--- src/rtl/serial_tx_pkg.sv ---
// Shared types and helpers for the serial bit-stream transmitter.
package serial_tx_pkg;

    typedef enum logic {
        IDLE  = 1'b0,
        SHIFT = 1'b1
    } tx_state_t;

    localparam int MAX_WIDTH = 64;

    // Requested lengths beyond the word width send the whole word.
    function automatic int clamp_len(input int len, input int width);
        return (len > width) ? width : len;
    endfunction

endpackage

--- src/rtl/serial_bit_tx.sv ---
// Serial bit-stream transmitter: parallel word in over valid/ready, one bit per
// clock out on x1, MSB-of-window first, zero-gap between back-to-back words.
//
// state | meaning
// ------+-----------------------------------------------------------
// IDLE  | no word in flight, x1 held low, always ready
// SHIFT | presenting one bit per cycle, ready only during the last bit
module serial_bit_tx
    import serial_tx_pkg::*;
#(
    parameter int WIDTH = MAX_WIDTH,
    parameter int CNT_W = $clog2(WIDTH + 1)
) (
    input  logic             clk,
    input  logic             reset,
    input  logic             in_valid,
    output logic             in_ready,
    input  logic [WIDTH-1:0] in_data,
    input  logic [CNT_W-1:0] in_len,
    output logic             x1,
    output logic             x1_valid,
    output logic             last,
    output logic             busy
);

    tx_state_t        state, state_n;
    logic [CNT_W-1:0] cnt, cnt_n;
    logic [WIDTH-1:0] shreg, shreg_n;
    logic [CNT_W-1:0] len_eff;
    logic [CNT_W-1:0] pad;
    logic             accept;
    logic             load;

    assign len_eff  = CNT_W'(clamp_len(int'(in_len), WIDTH));
    assign pad      = CNT_W'(WIDTH) - len_eff;
    assign in_ready = !reset && ((state == IDLE) || (cnt == CNT_W'(1)));
    assign accept   = in_valid && in_ready;
    assign load     = accept && (len_eff != '0);

    // The window is left-aligned so the serial bit is always the top bit; the
    // zeros shifted in behind it keep x1 low once the word has drained.
    assign x1       = shreg[WIDTH-1];
    assign x1_valid = (state == SHIFT);
    assign busy     = (state == SHIFT);
    assign last     = (state == SHIFT) && (cnt == CNT_W'(1));

    always_ff @(posedge clk) begin
        if (reset) begin
            state <= IDLE;
            cnt   <= '0;
            shreg <= '0;
        end else begin
            state <= state_n;
            cnt   <= cnt_n;
            shreg <= shreg_n;
        end
    end

    always_comb begin
        state_n = state;
        cnt_n   = cnt;
        shreg_n = shreg;
        case (state)
            IDLE: begin
                if (load) begin
                    shreg_n = in_data << pad;
                    cnt_n   = len_eff;
                    state_n = SHIFT;
                end
            end
            SHIFT: begin
                shreg_n = shreg << 1;
                cnt_n   = cnt - CNT_W'(1);
                if (cnt == CNT_W'(1)) begin
                    if (load) begin
                        shreg_n = in_data << pad;
                        cnt_n   = len_eff;
                    end else begin
                        state_n = IDLE;
                    end
                end
            end
            default: begin
                state_n = IDLE;
                cnt_n   = '0;
                shreg_n = '0;
            end
        endcase
    end

endmodule

--- config.mk ---
export PLATFORM = sky130hd
export DESIGN_NAME = serial_bit_tx
export DESIGN_NICKNAME = d
export VERILOG_FILES = /design/src/rtl/serial_tx_pkg.sv /design/src/rtl/serial_bit_tx.sv
export SDC_FILE = /design/constraint.sdc
export NUM_CORES = 1
export LEC_CHECK = 0
export BUFFER_PORTS_ARGS = -buffer_cell sky130_fd_sc_hd__buf_4
export CAP_MARGIN = 25
export CORE_MARGIN = 1.5
export CORE_UTILIZATION = 50
export DETAILED_ROUTE_END_ITERATION = 12
export GPL_ROUTABILITY_DRIVEN = 0
export GPL_TIMING_DRIVEN = 0
export HOLD_SLACK_MARGIN = 0.08
export PLACE_DENSITY_LB_ADDON = 0.08
export SYNTH_ARGS = -nofsm -noshare
export SYNTH_HDL_FRONTEND = slang
export SYNTH_SLANG_ARGS = --single-unit
--- constraint.sdc ---
create_clock -name clk -period 6.6 [get_ports clk]
set_input_delay 0.33 -clock clk [delete_from_list [all_inputs] [get_ports clk]]
set_output_delay 0.33 -clock clk [all_outputs]
set_load 0.05 [all_outputs]
==> metrics.csv <==
metric,value,unit
antenna_found_initial,1,
die_height,123,um
placed_area,8010,sq um
ant_nets,0,
sw_frac_of_total,0.410,
status,"complete, no violations",
cts_setup_buffers,0,
hp-start,in_len[5],
hpwl,23400,um
syn_area,7210,sq um
grt_use_total,0.405,
root_buffer,clkbuf_16,
drv_slew,0,
dp_cells,1114,
crit_path_end_kind,flip-flop,
critical_path.max_fanout,10,
rrSetupSlack,3.15,ns
reg2reg_to,shreg[16]$_SDFFE_PP0P_,
worstSkewPairLatency,0.34,ns
power.leakage,3.21,nW
holdWs,0.292,ns
cts_buffers,9,
syn_nets,934,
p_sw,798,uW
r2r_cells,9,
yosys.cell_types.count,68,
syn_to_final_growth,15.6,%
cts_sinks,72,
drive_gt1_frac,0.221,
finalCritPeriodShare,0.764,
power_frac_comb,0.463,
ys_ff_latch,72,
internal_power,1.15,mW
finalClockSkew,0.00325,ns
ctsResizeCount,0,
htreeDepth,3,
wl,30500,um
diodes,0,
fmax,0.198,GHz
grt_pass1_wl,45800,um
setup_tns,0,ns
die_w,123,um
detailedRoute.firstPassIterationCount,6,
tightest_slew,1.13,ns
nets,1023,
utilization,0.596,
clkPwrFrac,0.275,
synth_ff_type,dfxtp_1,
seqPwrFrac,0.262,
min_period,5.04,ns
async_reset_ff_frac,0,
start_util,0.515,
crit_required,6.81,ns
vias,8445,
io_buffers,76,
drc,0,
layout.cells.non_filler,1131,
hold_path.class,in2reg,
grt_pass1_vias,7876,
rows,43,
power_density,233,nW/um^2
viasPerCell,7.47,
grt_start_max_net_pins,13,
postSynthCellCount,857,
ir_worst_vdd,0.000125,V
min_path_cells,3,
startpoint_type,input pin,
path_class,in2reg,
core,14000,sq um
drtIter0Drc,1482,
ys_warn_count,0,
synth_seq_area_share,0.200,
hold_buffers,0,
clockBufferDepth,2,
design_area,8340,sq um
crit-reg2reg-launch,cnt[4]$_SDFFE_PP0P_,
grt-ovfl-total,0,
clk_pin_slew,0.06,ns
cts_tree,done,
die_area,15200,sq um
holdPathEnd,cnt[5]$_SDFFE_PP0P_,
cp.arrival,5.25,ns
ios,79,
relSlewSlack,0.241,
setup_viol,0,
grt_setup_unrepaired,false,
synth_edf_count,0,
final_hold_viol_count,0,
avgSynthCellArea,8.41,sq um
drt-wirelength-per-cell,27.0,um
maxCapViolCount,0,
-- sequential cells by signal, indices dropped and copies added (netlist names) --
signal,cells
shreg,64
cnt,7
busy,1
-- critical path: stages --
cell	delay [ns]
buf_4	0.12
nor2b_1	0.15
inv_2	0.27
buf_4	0.29
buf_4	0.26
buf_2	0.33
ha_1	0.42
buf_2	0.39
inv_1	0.10
clkbuf_1	0.33
clkbuf_1	0.36
o31ai_1	1.01
mux2i_1	0.41
a221oi_1	0.37
nor3_1	0.08
-- power by group through the flow --
stage	clock (mW)	combinational, mW	sequential, mW
after floorplan	0	0.558	0.512
after global placement	0	0.830	0.516
after detailed placement	0	0.843	0.517
after CTS	0.534	0.846	0.508
after global routing	0.552	0.930	0.513
final	0.535	0.901	0.510
-- cell families (layout without fill, tap and decap cells) --
logic type	count (synthesis)	after routing	synth area share
multiplexers	128	128	0.292
XOR/XNOR	4	4	0.00590
adder cells (fa/ha/maj)	3	3	0.00521
AO/OA/AOI/OAI	272	272	0.264
buffers and inverters	86	180	0.0534
AND/OR/NAND/NOR	292	292	0.180
flip-flops	72	72	0.200
-- Yosys cell counts, types with 4 or more instances --
cell      count  area [sq um]
o21ai_0      40           200
buf_1         6          22.5
dfxtp_1      72          1440
mux4_2       65          1460
mux2_2        7          78.8
a222oi_1      8          80.1
buf_2        26           130
o21ai_1       6          30.0
a31oi_1       8          50.1
nor2_1       84           315
buf_4         6          45.0
nand2_1     112           420
a22oi_1      39           293
nand3_1      24           120
a22o_1        5          43.8
o221ai_1      7          61.3
a221oi_1     31           272
and2_1        5          31.3
o211ai_1      5          37.5
a21oi_1      56           280
and3_1       11          68.8
or3_1         4          25.0
clkbuf_1     40           150
nor3_1       33           165
mux2i_1      56           561
a211oi_1     23           173
o22ai_1       7          43.8
-- routing by layer --
| layer | global-route usage | up-vias | wire length [um] |
|---|---|---|---|
| met1 | 0.508 | 3927 | 10900 |
| met4 | 0.260 | 0 | 2170 |
| met2 | 0.608 | 768 | 13200 |
| li1 | - | 3571 | - |
| met3 | 0.120 | 179 | 4260 |
| met5 | 0 | - | 0 |
-- placed cells by master (no fill, tap or decap), drive strengths merged, types with 3 or more instances in the layout --
cell / count
a221oi: 32
and2: 5
o211ai: 5
o22ai: 7
nor2: 85
xnor2: 4
a222oi: 8
a21o: 3
buf: 116
clkinv: 6
a22oi: 39
a211oi: 23
o21ai: 46
nand3: 24
o311ai: 3
clkbuf: 51
ha: 3
o221ai: 7
nand2: 112
a21oi: 56
mux2i: 56
inv: 4
nand2b: 3
and3: 11
a31oi: 8
o31ai: 4
mux4: 65
mux2: 7
dfxtp: 72
nor4: 3
nor3: 34
or3: 4
a22o: 5
-- worst max-delay path by stage --
| stage | from | end | slack [ns] | cells past startpoint |
|---|---|---|---|---|
| 6_report | in_len[0] | shreg[30]$_SDFFE_PP0P_ | 1.56 | 15 |
| 5_1_grt | in_len[6] | shreg[30]$_SDFFE_PP0P_ | 1.38 | 15 |
| 4_1_cts | in_len[0] | shreg[30]$_SDFFE_PP0P_ | 1.84 | 15 |
| 3_5_place_dp | in_len[0] | shreg[30]$_SDFFE_PP0P_ | 1.53 | 15 |
| 3_3_place_gp | in_len[0] | shreg[30]$_SDFFE_PP0P_ | 1.58 | 15 |
| 2_1_floorplan | in_len[6] | shreg[25]$_SDFFE_PP0P_ | 2.82 | 16 |
-- final cells by class --
class	count	area (sq um)
Sequential cell	72	1440
Tap cell	180	225
Multi-Input combinational cell	699	5380
Inverter	7	26.3
Buffer	79	359
Fill cell	1292	5650
Clock inverter	6	82.6
Timing Repair Buffer	78	581
Clock buffer	10	239
-- through the flow --
stage | power [mW] | setup WS [ns]
CTS | 1.89 | 1.84
global placement | 1.35 | 1.58
finish | 1.95 | 1.56
detailed placement | 1.36 | 1.53
floorplan | 1.07 | 2.82
global route | 2.00 | 1.38
Note: power is estimated with default switching activity, not from simulation.
